[src/rtl/sysid_check_pkg.sv]
// Shared types and constants for the system-ID check master.
// Contents: FSM state enum, word addresses of the sysid slave, latency ceiling.
package sysid_check_pkg;

  typedef enum logic [2:0] {
    StIdle,
    StRdId,
    StLatId,
    StRdTs,
    StLatTs,
    StDone
  } state_e;

  localparam logic ADDR_ID = 1'b0;
  localparam logic ADDR_TS = 1'b1;

  // The latency counter is 2 bits wide, so this is also the hard ceiling.
  localparam int unsigned MAX_READ_LATENCY = 3;

endpackage

[src/rtl/sysid_read_beat.sv]
// Single Avalon-MM read engine, re-armed by the parent FSM for every word.
// Ports:
//   clk_i, rst_ni    clock, asynchronous active-low reset
//   start_i          arm a new read (strobe rises on the next cycle)
//   waitrequest_i    slave stall
//   read_o           read strobe (registered, held while stalled)
//   accept_o         read accepted this cycle
//   data_valid_o     slave read data is valid this cycle (one-cycle pulse)
//   timed_out_o      read abandoned this cycle (one-cycle pulse)
module sysid_read_beat
  import sysid_check_pkg::*;
#(
  parameter int unsigned ReadLatency   = 0,
  parameter int unsigned TimeoutCycles = 255
) (
  input  logic clk_i,
  input  logic rst_ni,
  input  logic start_i,
  input  logic waitrequest_i,
  output logic read_o,
  output logic accept_o,
  output logic data_valid_o,
  output logic timed_out_o
);

  localparam int unsigned CntW = $clog2(TimeoutCycles + 1);
  // Last cycle a read may still be pending; the abort fires in this cycle.
  localparam logic [CntW-1:0] TmoLast = CntW'(TimeoutCycles - 1);
  localparam logic [1:0]      LatLast = 2'(ReadLatency - 1);

  logic            read_q, read_d;
  logic            lat_q, lat_d;
  logic [1:0]      lat_cnt_q, lat_cnt_d;
  logic [CntW-1:0] tmo_cnt_q, tmo_cnt_d;

  assign read_o = read_q;

  always_comb begin
    read_d       = read_q;
    lat_d        = lat_q;
    lat_cnt_d    = lat_cnt_q;
    tmo_cnt_d    = tmo_cnt_q;
    accept_o     = read_q && !waitrequest_i;
    data_valid_o = 1'b0;
    timed_out_o  = 1'b0;

    if (start_i) begin
      read_d    = 1'b1;
      lat_d     = 1'b0;
      lat_cnt_d = '0;
      tmo_cnt_d = '0;
    end else if (read_q || lat_q) begin
      if (accept_o) begin
        read_d = 1'b0;
        if (ReadLatency == 0) begin
          data_valid_o = 1'b1;
        end else begin
          lat_d     = 1'b1;
          lat_cnt_d = '0;
        end
      end else if (lat_q) begin
        if (lat_cnt_q == LatLast) begin
          lat_d        = 1'b0;
          data_valid_o = 1'b1;
        end else begin
          lat_cnt_d = lat_cnt_q + 2'd1;
        end
      end

      // Data arriving in the final allowed cycle still counts as in time.
      if (!data_valid_o) begin
        if (tmo_cnt_q == TmoLast) begin
          timed_out_o = 1'b1;
          read_d      = 1'b0;
          lat_d       = 1'b0;
        end else begin
          tmo_cnt_d = tmo_cnt_q + CntW'(1);
        end
      end
    end
  end

  always_ff @(posedge clk_i or negedge rst_ni) begin
    if (!rst_ni) begin
      read_q    <= 1'b0;
      lat_q     <= 1'b0;
      lat_cnt_q <= '0;
      tmo_cnt_q <= '0;
    end else begin
      read_q    <= read_d;
      lat_q     <= lat_d;
      lat_cnt_q <= lat_cnt_d;
      tmo_cnt_q <= tmo_cnt_d;
    end
  end

endmodule

[src/rtl/sysid_check_master.sv]
// Avalon-MM read master that fetches the sysid ID and timestamp words and
// compares them with build-time values for bring-up firmware and LEDs.
// Ports:
//   clock, reset_n          clock, asynchronous active-low reset
//   start                   launch a check when idle or done
//   avm_*                   Avalon-MM read master towards the sysid slave
//   busy / done / pass      check status (pass valid while done)
//   id_match / ts_match     per-word compare results
//   timeout                 a read was abandoned
//   id_value / ts_value     captured words
module sysid_check_master
  import sysid_check_pkg::*;
#(
  parameter logic [31:0] EXPECTED_ID        = 32'h1122_3344,
  parameter logic [31:0] EXPECTED_TIMESTAMP = 32'h56FD_1B26,
  parameter int unsigned READ_LATENCY       = 0,
  parameter int unsigned TIMEOUT_CYCLES     = 255,
  parameter bit          AUTO_START         = 1'b1
) (
  input  logic        clock,
  input  logic        reset_n,
  input  logic        start,
  output logic        avm_address,
  output logic        avm_read,
  input  logic        avm_waitrequest,
  input  logic [31:0] avm_readdata,
  output logic        busy,
  output logic        done,
  output logic        pass,
  output logic        id_match,
  output logic        ts_match,
  output logic        timeout,
  output logic [31:0] id_value,
  output logic [31:0] ts_value
);

  localparam int unsigned Latency =
      (READ_LATENCY > MAX_READ_LATENCY) ? MAX_READ_LATENCY : READ_LATENCY;

  state_e      state_q, state_d;
  logic        auto_q, auto_d;
  logic        ts_arm_q, ts_arm_d;
  logic [31:0] id_q, id_d, ts_q, ts_d;
  logic        id_match_q, id_match_d, ts_match_q, ts_match_d;
  logic        timeout_q, timeout_d, pass_q, pass_d;
  logic        launch, beat_start, beat_accept, beat_valid, beat_timed_out;

  sysid_read_beat #(
    .ReadLatency  (Latency),
    .TimeoutCycles(TIMEOUT_CYCLES)
  ) u_beat (
    .clk_i        (clock),
    .rst_ni       (reset_n),
    .start_i      (beat_start),
    .waitrequest_i(avm_waitrequest),
    .read_o       (avm_read),
    .accept_o     (beat_accept),
    .data_valid_o (beat_valid),
    .timed_out_o  (beat_timed_out)
  );

  always_comb begin
    state_d    = state_q;
    auto_d     = 1'b0;
    ts_arm_d   = 1'b0;
    id_d       = id_q;
    ts_d       = ts_q;
    id_match_d = id_match_q;
    ts_match_d = ts_match_q;
    timeout_d  = timeout_q;
    pass_d     = pass_q;
    launch     = 1'b0;
    beat_start = 1'b0;

    unique case (state_q)
      StIdle: launch = start || auto_q;
      StRdId, StLatId: begin
        if (beat_timed_out) begin
          state_d   = StDone;
          timeout_d = 1'b1;
        end else if (beat_valid) begin
          id_d     = avm_readdata;
          state_d  = StRdTs;
          ts_arm_d = 1'b1;
        end else if (beat_accept) begin
          state_d = StLatId;
        end
      end
      StRdTs, StLatTs: begin
        // The first RD_TS cycle only re-arms the engine: this is the idle
        // gap between the two reads.
        beat_start = ts_arm_q;
        if (beat_timed_out) begin
          state_d   = StDone;
          timeout_d = 1'b1;
        end else if (beat_valid) begin
          ts_d    = avm_readdata;
          state_d = StDone;
        end else if (beat_accept) begin
          state_d = StLatTs;
        end
      end
      StDone:  launch = start;
      default: state_d = StIdle;
    endcase

    if (launch) begin
      state_d    = StRdId;
      beat_start = 1'b1;
      id_d       = '0;
      ts_d       = '0;
      id_match_d = 1'b0;
      ts_match_d = 1'b0;
      timeout_d  = 1'b0;
      pass_d     = 1'b0;
    end

    // Flags are registered on DONE entry so they are valid in its first cycle.
    if (state_d == StDone && state_q != StDone) begin
      id_match_d = (id_d == EXPECTED_ID);
      ts_match_d = (ts_d == EXPECTED_TIMESTAMP);
      pass_d     = id_match_d && ts_match_d && !timeout_d;
    end
  end

  always_ff @(posedge clock or negedge reset_n) begin
    if (!reset_n) begin
      state_q    <= StIdle;
      auto_q     <= AUTO_START;
      ts_arm_q   <= 1'b0;
      id_q       <= '0;
      ts_q       <= '0;
      id_match_q <= 1'b0;
      ts_match_q <= 1'b0;
      timeout_q  <= 1'b0;
      pass_q     <= 1'b0;
    end else begin
      state_q    <= state_d;
      auto_q     <= auto_d;
      ts_arm_q   <= ts_arm_d;
      id_q       <= id_d;
      ts_q       <= ts_d;
      id_match_q <= id_match_d;
      ts_match_q <= ts_match_d;
      timeout_q  <= timeout_d;
      pass_q     <= pass_d;
    end
  end

  assign avm_address = (state_q == StRdTs || state_q == StLatTs) ? ADDR_TS : ADDR_ID;
  assign busy        = (state_q != StIdle) && (state_q != StDone);
  assign done        = (state_q == StDone);
  assign pass        = pass_q;
  assign id_match    = id_match_q;
  assign ts_match    = ts_match_q;
  assign timeout     = timeout_q;
  assign id_value    = id_q;
  assign ts_value    = ts_q;

endmodule

[config.mk]
export PLATFORM = sky130hd
export DESIGN_NAME = sysid_check_master
export DESIGN_NICKNAME = d
export VERILOG_FILES = /design/src/rtl/sysid_check_pkg.sv /design/src/rtl/sysid_read_beat.sv /design/src/rtl/sysid_check_master.sv
export SDC_FILE = /design/constraint.sdc
export NUM_CORES = 1
export LEC_CHECK = 0
export BUFFER_PORTS_ARGS = -buffer_cell sky130_fd_sc_hd__buf_2
export CAP_MARGIN = 20
export CORE_UTILIZATION = 50
export DETAILED_ROUTE_END_ITERATION = 16
export PLACE_DENSITY = 0.78
export SLEW_MARGIN = 25
export SYNTH_ARGS = -nofsm -noshare
export SYNTH_HDL_FRONTEND = slang
export SYNTH_SLANG_ARGS = --single-unit
[constraint.sdc]
create_clock -name clock -period 2.9 [get_ports clock]
set_clock_uncertainty 0.05 [all_clocks]
set_input_delay 0.58 -clock clock [delete_from_list [all_inputs] [get_ports clock]]
set_output_delay 0.58 -clock clock [all_outputs]
set_load 0.05 [all_outputs]
After elaboration in Yosys (flattened, before gate mapping)
Index checks and enable logic that the tools add are counted.
{ "totals": {"ff_bits": 85, "input_bits": 36, "out_inout_bits": 72, "elab_cells": 113} }
{ "classes": {"add_sub_neg": 2, "n_eq_ne": 15, "mux": 62, "n_reduce_logical": 21} }
{ "op_table": {"columns": ["cell", "n"], "rows": [
  ["$mux W32", 8],
  ["$mux W1", 36],
  ["$eq A32 B29 Y1 const B", 1],
  ["$eq A32 B31 Y1 const B", 1],
  ["$mux W8", 4],
  ["$mux W3", 7],
  ["$mux W2", 5],
  ["$eq A3 B3 Y1 const B", 3],
  ["$pmux W3 S3", 1],
  ["$add A8 B1 Y8 const B", 1],
  ["$eq A8 B8 Y1 const B", 1],
  ["$ne A2 B2 Y1 const B", 4],
  ["$eq A3 B2 Y1 const B", 2],
  ["$reduce_bool A2 Y1", 3],
  ["$reduce_or A2 Y1", 3],
  ["$logic_and A1 B1 Y1", 5],
  ["$reduce_and A4 Y1", 1],
  ["$reduce_or A4 Y1", 1],
  ["$eq A3 B1 Y1 const B", 1],
  ["$logic_not A3 Y1", 1],
  ["$logic_or A1 B1 Y1", 3],
  ["$ne A3 B3 Y1 const B", 1],
  ["$reduce_and A3 Y1", 1],
  ["$reduce_bool A3 Y1", 1],
  ["4 further kinds", 5]
]} }

Longest topological paths before layout
Gate-level depths: netlist of the first run.
{ "depth": {"word_depth": 16, "depth_mapped": 9, "mapped_depth_nobuf": 9} }

Hierarchy
From an unflattened synthesis of the first run, not the netlist that was laid out.
{ "hier_totals": {"cells_unflattened": 413, "hier_area_um2": 4139.0} }
{ "by_module_without_submodules": {"columns": ["module", "n_inst", "cells_each", "area_per_inst_um2", "seq_area_each_um2"], "rows": [
  ["sysid_check_master", 1, 345, 3477.1, 1828.0],
  ["sysid_read_beat", 1, 68, 661.9, 300.3]
]} }

Least setup slack after synthesis of the first run
OpenSTA, ideal clock, no wires.
{ "synth_timing": {"path_kind": "register -> output", "from": "register state_q[2]", "to": "output port avm_address", "arrival_time_ns": 1.736, "setup_slack_ns": 0.534, "stages_incl_launch_ff": 3, "n_path_buf": 1, "path_cell_list": "dfrtp_1 clkbuf_1 o21ai_0"} }
{ "synth_via": {"elab_chain_len": 3} }
{ "synth_rtl": {"columns": ["item", "line", "rtl"], "rows": [
  ["start, declared", "sysid_check_master.sv:40", "state_e state_q, state_d;"],
  ["start signal, assigned", "sysid_check_master.sv:128", "state_q <= StIdle;"],
  ["start signal, assigned", "sysid_check_master.sv:138", "state_q <= state_d;"],
  ["$eq A3 B2 Y1 or $eq A3 B3 Y1 (tied branches)", "sysid_check_master.sv:150", "assign avm_address = (state_q == StRdTs || state_q == StLatTs) ? ADDR_TS : ADDR_ID;"],
  ["$logic_or A1 B1 Y1 (*)", "sysid_check_master.sv:150", null],
  ["$mux W1 (*)", "sysid_check_master.sv:150", null],
  ["end, declared", "sysid_check_master.sv:23", "output logic avm_address,"]
]} }
Every way passes the cells marked *; elsewhere a longest branch is shown, timed or not.

Worst setup path after layout of the first run
{ "layout_timing": {"from": "register state_q[1]", "to": "register ts_q[15], in the netlist ts_value[15]"} }
{ "layout_via": {"elab_chain_len": 9} }
{ "layout_rtl": {"columns": ["item", "line", "rtl"], "rows": [
  ["$eq A3 B2 Y1 or $eq A3 B3 Y1 (tied branches)", "sysid_check_master.sv:75", "unique case (state_q)"],
  ["$reduce_or A2 Y1", "sysid_check_master.sv:75", null],
  ["$mux W1", "sysid_check_master.sv:75", null],
  ["$mux W1", "sysid_check_master.sv:107", "if (launch) begin"],
  ["$mux W1", "sysid_read_beat.sv:47", "if (start_i) begin"],
  ["$mux W32", "sysid_check_master.sv:96", "end else if (beat_valid) begin"],
  ["$mux W32", "sysid_check_master.sv:93", "if (beat_timed_out) begin"],
  ["$mux W32", "sysid_check_master.sv:75", null],
  ["$mux W32 (*)", "sysid_check_master.sv:107", null],
  ["net ts_d[15]", "sysid_check_master.sv:43", "logic [31:0] id_q, id_d, ts_q, ts_d;"],
  ["end signal, assigned", "sysid_check_master.sv:142", "ts_q <= ts_d;"],
  ["end, declared", "sysid_check_master.sv:43", null]
]} }
Mark *: on every way through the listed nets, which the timed path passes. The rest lies on a longest branch.
A chain may end at the register's enable or synchronous reset.

==> results of run 1 <==
placed cells by master (no fill, tap or decap), types with 3 or more instances in the layout:
| master | Yosys | routed |
|---|---|---|
| nand4_1 | 11 | 11 |
| nor4bb_1 | 8 | 8 |
| nand3b_1 | 3 | 3 |
| nand4b_1 | 3 | 3 |
| nor2_1 | 51 | 51 |
| buf_2 | 9 | 106 |
| buf_4 | 0 | 6 |
| nand3_1 | 4 | 4 |
| mux2i_1 | 36 | 36 |
| a21o_1 | 4 | 4 |
| clkbuf_8 | 0 | 10 |
| nor4_1 | 8 | 8 |
| nor3_1 | 5 | 5 |
| a21oi_1 | 42 | 41 |
| nand2_1 | 77 | 77 |
| dfrtp_1 | 84 | 84 |
| o21ai_0 | 7 | 7 |
| ha_1 | 3 | 3 |
| xor2_1 | 5 | 5 |
| or3_1 | 4 | 4 |
critical path: stages, from the launching register on:
cell,delay [ps]
dfrtp_1,710
nand2_1,230
o31ai_1,310
and3b_2,360
buf_4,460
mux2i_1,260
nor2_1,60
stage by stage:
| step | cell area (um^2) | setup slack (ps) | hold slack, ps | utilization (%) |
|---|---|---|---|---|
| 6_report | 4940 | 289 | 136 | 63.2 |
| 5_1_grt | 4940 | 142 | 179 | 63.2 |
| 4_1_cts | 4940 | 337 | 155 | 63.2 |
| 3_5_place_dp | 4710 | 363 | 437 | 60.3 |
| 3_3_place_gp | 4710 | 420 | 448 | 60.3 |
| 2_1_floorplan | 4080 | 534 | 234 | - |
sequential cells by signal (all words and copies together), names as in the netlist, 2 cells and up:
signal and count:
ts_value 32, u_beat.lat_cnt_q 2, state_q 3, u_beat.tmo_cnt_q 8, id_value 32
worst max path at each step:
| stage | start | depth (start not counted) | slack, ps | endpoint |
|---|---|---|---|---|
| 6_report | state_q[1] | 6 | 290 | ts_value[15] |
| 3_3_place_gp | avm_waitrequest | 8 | 420 | pass |
| 4_1_cts | state_q[1] | 6 | 340 | ts_value[15] |
| 3_5_place_dp | state_q[1] | 6 | 360 | ts_value[15] |
| 2_1_floorplan | state_q[2] | 2 | 530 | avm_address |
| 5_1_grt | state_q[1] | 6 | 140 | ts_value[23] |
cells in the mapped netlist (2+ instances only):
| library cell | n | share of area [%] |
|---|---|---|
| mux2i_1 | 36 | 8.8 |
| nor2_1 | 51 | 4.7 |
| inv_1 | 2 | 0.18 |
| xnor2_1 | 2 | 0.43 |
| nand3b_1 | 3 | 0.55 |
| nor4bb_1 | 8 | 2.0 |
| nand2b_1 | 2 | 0.31 |
| o21ai_0 | 7 | 0.86 |
| nand3_1 | 4 | 0.49 |
| nand4b_1 | 3 | 0.64 |
| a21o_1 | 4 | 0.74 |
| buf_1 | 3 | 0.28 |
| clkbuf_1 | 9 | 0.83 |
| or3_1 | 4 | 0.61 |
| and3_1 | 2 | 0.31 |
| nor4_1 | 8 | 1.2 |
| nand4_1 | 11 | 1.7 |
| nor3_2 | 2 | 0.49 |
| nand2_1 | 77 | 7.1 |
| xor2_1 | 5 | 1.1 |
| dfrtp_1 | 84 | 52 |
| nor4b_1 | 2 | 0.43 |
| a21oi_1 | 42 | 5.2 |
| nor3_1 | 5 | 0.61 |
| or2_1 | 2 | 0.31 |
| buf_2 | 9 | 1.1 |
| ha_1 | 3 | 0.92 |
cells by family after synthesis:
| group | count (synthesis) | share of synthesized area (%) |
|---|---|---|
| and+or+nand+nor | 196 | 24.1 |
| other | 1 | 0.0920 |
| buffers and inverters | 25 | 2.76 |
| AOI/OAI and AO/OA | 64 | 9.55 |
| muxes | 36 | 8.84 |
| DFF | 85 | 52.2 |
| adders and majority gates | 3 | 0.921 |
| xor gates and xnor gates | 7 | 1.50 |
area by class of cell:
type / count / area [um^2] / area share [%]
timing repair buffer: 113 / 596 / 12.1
tap: 102 / 128 / 2.59
inverter: 3 / 11.3 / 0.228
multi-input combinational: 307 / 1850 / 37.4
clock buffer: 11 / 141 / 2.86
clock inverter: 5 / 83.8 / 1.70
sequential: 85 / 2130 / 43.1
layer usage:
layer / vias to the layer above / share of wire [%] / GRT usage, %
met1: 1729 / 44 / 36.4
met3: 16 / 6.1 / 4.68
met5: - / 0 / 0
met2: 127 / 48 / 39.6
met4: 0 / 1.8 / 9.51
li1: 1669 / - / -
power groups by stage:
stage | combinational, uW | clock (uW) | sequential, uW
after global routing | 2640 | 1010 | 1900
after detailed placement | 2480 | 0 | 1860
final | 2480 | 940 | 1850
after CTS | 2490 | 953 | 1840
after floorplan | 979 | 0 | 2730
after global placement | 2440 | 0 | 1850
==> run metrics, run 1 <==
status finished clean; Worst Hold Class in2async; Final min period between 2000 and 3000 ps; drt pass-1 iters 4; period utilization ~90%; Fillers ~710; detailed-route DRC error count 0; final hold violation count 0; Reg-to-Reg End ts_value[15]; Worst slew margin approximately 56%; Pint 2670 uW; CTS Buf Count 9; Max Cap Viol 0; IO Port Bufs between 100 and 150; root buffer cell clkbuf_8; switch share about half; Crit Path Category reg2reg; crit path launch type register; Synth Cell Area 4080 um^2; Crit Path Max Fanout 29; count of distinct cell types in the synthesized netlist between 50 and 60; Flop pwr share a little over a third; RD Place Congestion between 0.9 and 1; sequential area share after synthesis a little over half; total number of vias ~3500; setup TNS 0 ps; final setup fails 0; postcts setup bufs 0; number of diodes 0; H-tree depth 3; fraction of registers with async set/reset 100%; Final HPWL DP 7540 um; Avg Inst Size Synth between 9 and 10 um^2; Worst-Margin Slew roughly 650 ps; Post-layout nets between 500 and 600; global route overflow 0; vias per cell ~5.7; CTS tree built; synthesized instance count ~420; Crit Reg-Reg Startpoint state_q[1]; Crit. End Element register; ANT nets after route 0; Top Ports ~110; Finished Layout Cells roughly 630; maximum root-to-sink buffer count 2; DRC marker count from the first detailed-route iteration 259; critical path arrival between 2000 and 3000 ps; unrepaired setup endpoints after global routing false; syn nets ~460; chip width 92.3 um; die footprint around 8500 um^2; cells on worst reg2reg path 6; Synthesis Warnings 0; die span in y 92.3 um; starting density of the core between 50% and 60%; Slew Viols, Final 0; layout cells sized above 1 26.5%; num rows 32; PD cells between 1000 and 1500 nW/um^2; antenna violations before repair 0; Avg WL per Cell between 15 and 20 um; number of global-route vias before repair around 3300; Main synth FF type dfrtp_1; CTS resizes 0; global-route wire length before repair roughly 17000 um; Clk pwr share between 15 and 20%; clock slew at reported path FFs roughly 90 ps; placed insts a little over 600; VDD IR max slightly above 0.7 mV; Clk Latency, worst-skew pair ~350 ps; Psw 2610 uW; Hold Buf Count CTS 0; Leakage Power around 0.0024 uW; pin count of the biggest net entering global routing between 60 and 70; total power roughly 5300 uW; fmax roughly 380 MHz; Comb pwr share a little under half; Req. time, crit path 3060 ps; synthesized flop and latch total 85; Post-synth EDFFs 0; CORE AREA about 8000 um^2; GRT Total Usage between 20% and 30%; WL final 10500 um; clock sink count between 80 and 90; Area Overhead vs Synth 21.1%; r2r setup slk ~290 ps
Note: power is estimated with default switching activity, not from simulation.
==> run 2: changes to the inputs <==
HOLD_SLACK_MARGIN = 0.15   (was default)
PLACE_DENSITY = default   (was 0.78)
PLACE_DENSITY_LB_ADDON = 0.25   (was default)
==> run 2 against run 1 <==
Net effect:
- worst hold slack gained 53 ps
- sequential share of layout area hardly changed
- worst setup slack better by 130 ps
- register-to-register slack better by 130 ps
- flip-flop and latch count unchanged
- largest power group unchanged
==> run metrics, run 2 (same netlist as run 1, synthesis figures left out) <==
commonest non-fill, non-tap cells in the layout buf_2 (106), dfrtp_1 (84), nand2_1 (77), nor2_1 (51), a21oi_1 (41); Crit Reg-Reg Startpoint state_q[2]; Avg WL per Cell between 15 and 20 um; Req. time, crit path roughly 3100 ps; die footprint between 8000 and 9000 um^2; num rows 32; H-tree depth 3; CTS tree built; root buffer cell clkbuf_8; clock sink count 85; ANT nets after route 0; RD Place Congestion 0.878; metal2 WL around 5200 um; Finished Layout Cells between 600 and 700; WL final approximately 11000 um; Clk Latency, worst-skew pair about 360 ps; routed wl met3 approximately 700 um; DRC marker count from the first detailed-route iteration 188; area of the multi-input gates 1850 um^2; die span in y approximately 92 um; Max Cap Viol 0; CTS resizes 0; Worst slew margin a little under three fifths; VDD IR max 0.652 mV; CTS Buf Count 9; CP peak stage delay about 550 ps; period utilization between 80% and 90%; pin count of the biggest net entering global routing 51; unrepaired setup endpoints after global routing false; cells on worst reg2reg path 7; GRT Total Usage between 20% and 30%; maximum root-to-sink buffer count 2; Worst Hold Class in2async; Psw about 2600 uW; Post-layout nets about 560; Final min period roughly 2500 ps; delay-heaviest family, CP compound AO/OA/AOI/OAI gates; most common cell after layout, fill and taps aside buf_2; Pint roughly 2600 uW; vias per cell 5.62; Worst path slowest cell dfrtp_1; Top Ports around 110; Comb pwr share about half; top layer used by detailed routing met4; CP bufs+invs 0; Fillers 670; setup TNS 0 ps; Slew Viols, Final 0; IO Port Bufs 107; Flop pwr share 35.4%; postcts setup bufs 0; placed insts 613; Crit Path Category reg2reg; Hold Buf Count CTS 0; PD cells ~1100 nW/um^2; number of global-route vias before repair 3338; clock slew at reported path FFs about 90 ps; CORE AREA 7810 um^2; chip width slightly above 90 um; status finished clean; starting density of the core 52.2%; final setup fails 0; FF+latch area approximately 2100 um^2; Leakage Power about 0.0024 uW; CP Cell Sequence or2_4, o32ai_4, a21o_1, a211o_1, nand4_1, nor3b_2, a32o_1; switch share 50.1%; drt pass-1 iters 4; antenna violations before repair 0; total number of vias 3535; r2r setup slk about 420 ps; Worst-Margin Slew ~650 ps; Reg-to-Reg End pass; Final HPWL DP a little under 8000 um; WL met1 4540 um; layout cells sized above 1 between 20% and 30%; number of diodes 0; Clk pwr share 16.5%; detailed-route DRC error count 0; critical path arrival ~2700 ps; crit path launch type register; Area Overhead vs Synth 21.1%; global-route wire length before repair 17000 um; fmax a little over 400 MHz; Crit Path Max Fanout 17; global route overflow 0; final hold violation count 0; Crit. End Element register
run 2: power by group through the flow:
stage / clock network [uW] / registers [uW] / logic, uW
2_1_floorplan: 0 / 2730 / 979
3_3_place_gp: 0 / 1850 / 2470
3_5_place_dp: 0 / 1860 / 2510
4_1_cts: 870 / 1840 / 2520
5_1_grt: 908 / 1890 / 2680
6_report: 860 / 1840 / 2510
run 2: routing by layer:
metal | GRT usage (%) | vias to the layer above
met2 | 40.0 | 133
met5 | 0 | -
li1 | - | 1675
met3 | 4.43 | 25
met1 | 35.5 | 1702
met4 | 14.7 | 0
run 2: how the worst max path moves through the flow:
stage | startpoint | endpoint | slack [ps] | cells after the start
2_1_floorplan | state_q[2] | avm_address | 530 | 2
3_3_place_gp | avm_waitrequest | pass | 410 | 8
3_5_place_dp | avm_waitrequest | pass | 380 | 8
4_1_cts | state_q[2] | pass | 410 | 7
5_1_grt | state_q[1] | ts_value[15] | 210 | 6
6_report | state_q[2] | pass | 420 | 7
run 2: cell type report:
| cell class | instances | share of cell area (%) |
|---|---|---|
| Tap cell | 102 | 2.59 |
| Sequential cell | 85 | 43.1 |
| Multi-Input combinational cell | 307 | 37.4 |
| Clock inverter | 5 | 1.22 |
| Inverter | 3 | 0.228 |
| Timing Repair Buffer | 116 | 12.5 |
| Clock buffer | 11 | 2.87 |
run 2: per-stage QoR:
stage	hold slack [ps]	total power [uW]	utilization (%)	worst slack (ps)	cell area [um^2]
after floorplan	234	3710	-	534	4080
after global placement	459	4320	60.6	414	4730
after detailed placement	455	4370	60.6	377	4730
after CTS	207	5220	63.2	409	4930
after global routing	230	5480	63.2	214	4930
final	188	5210	63.2	417	4930
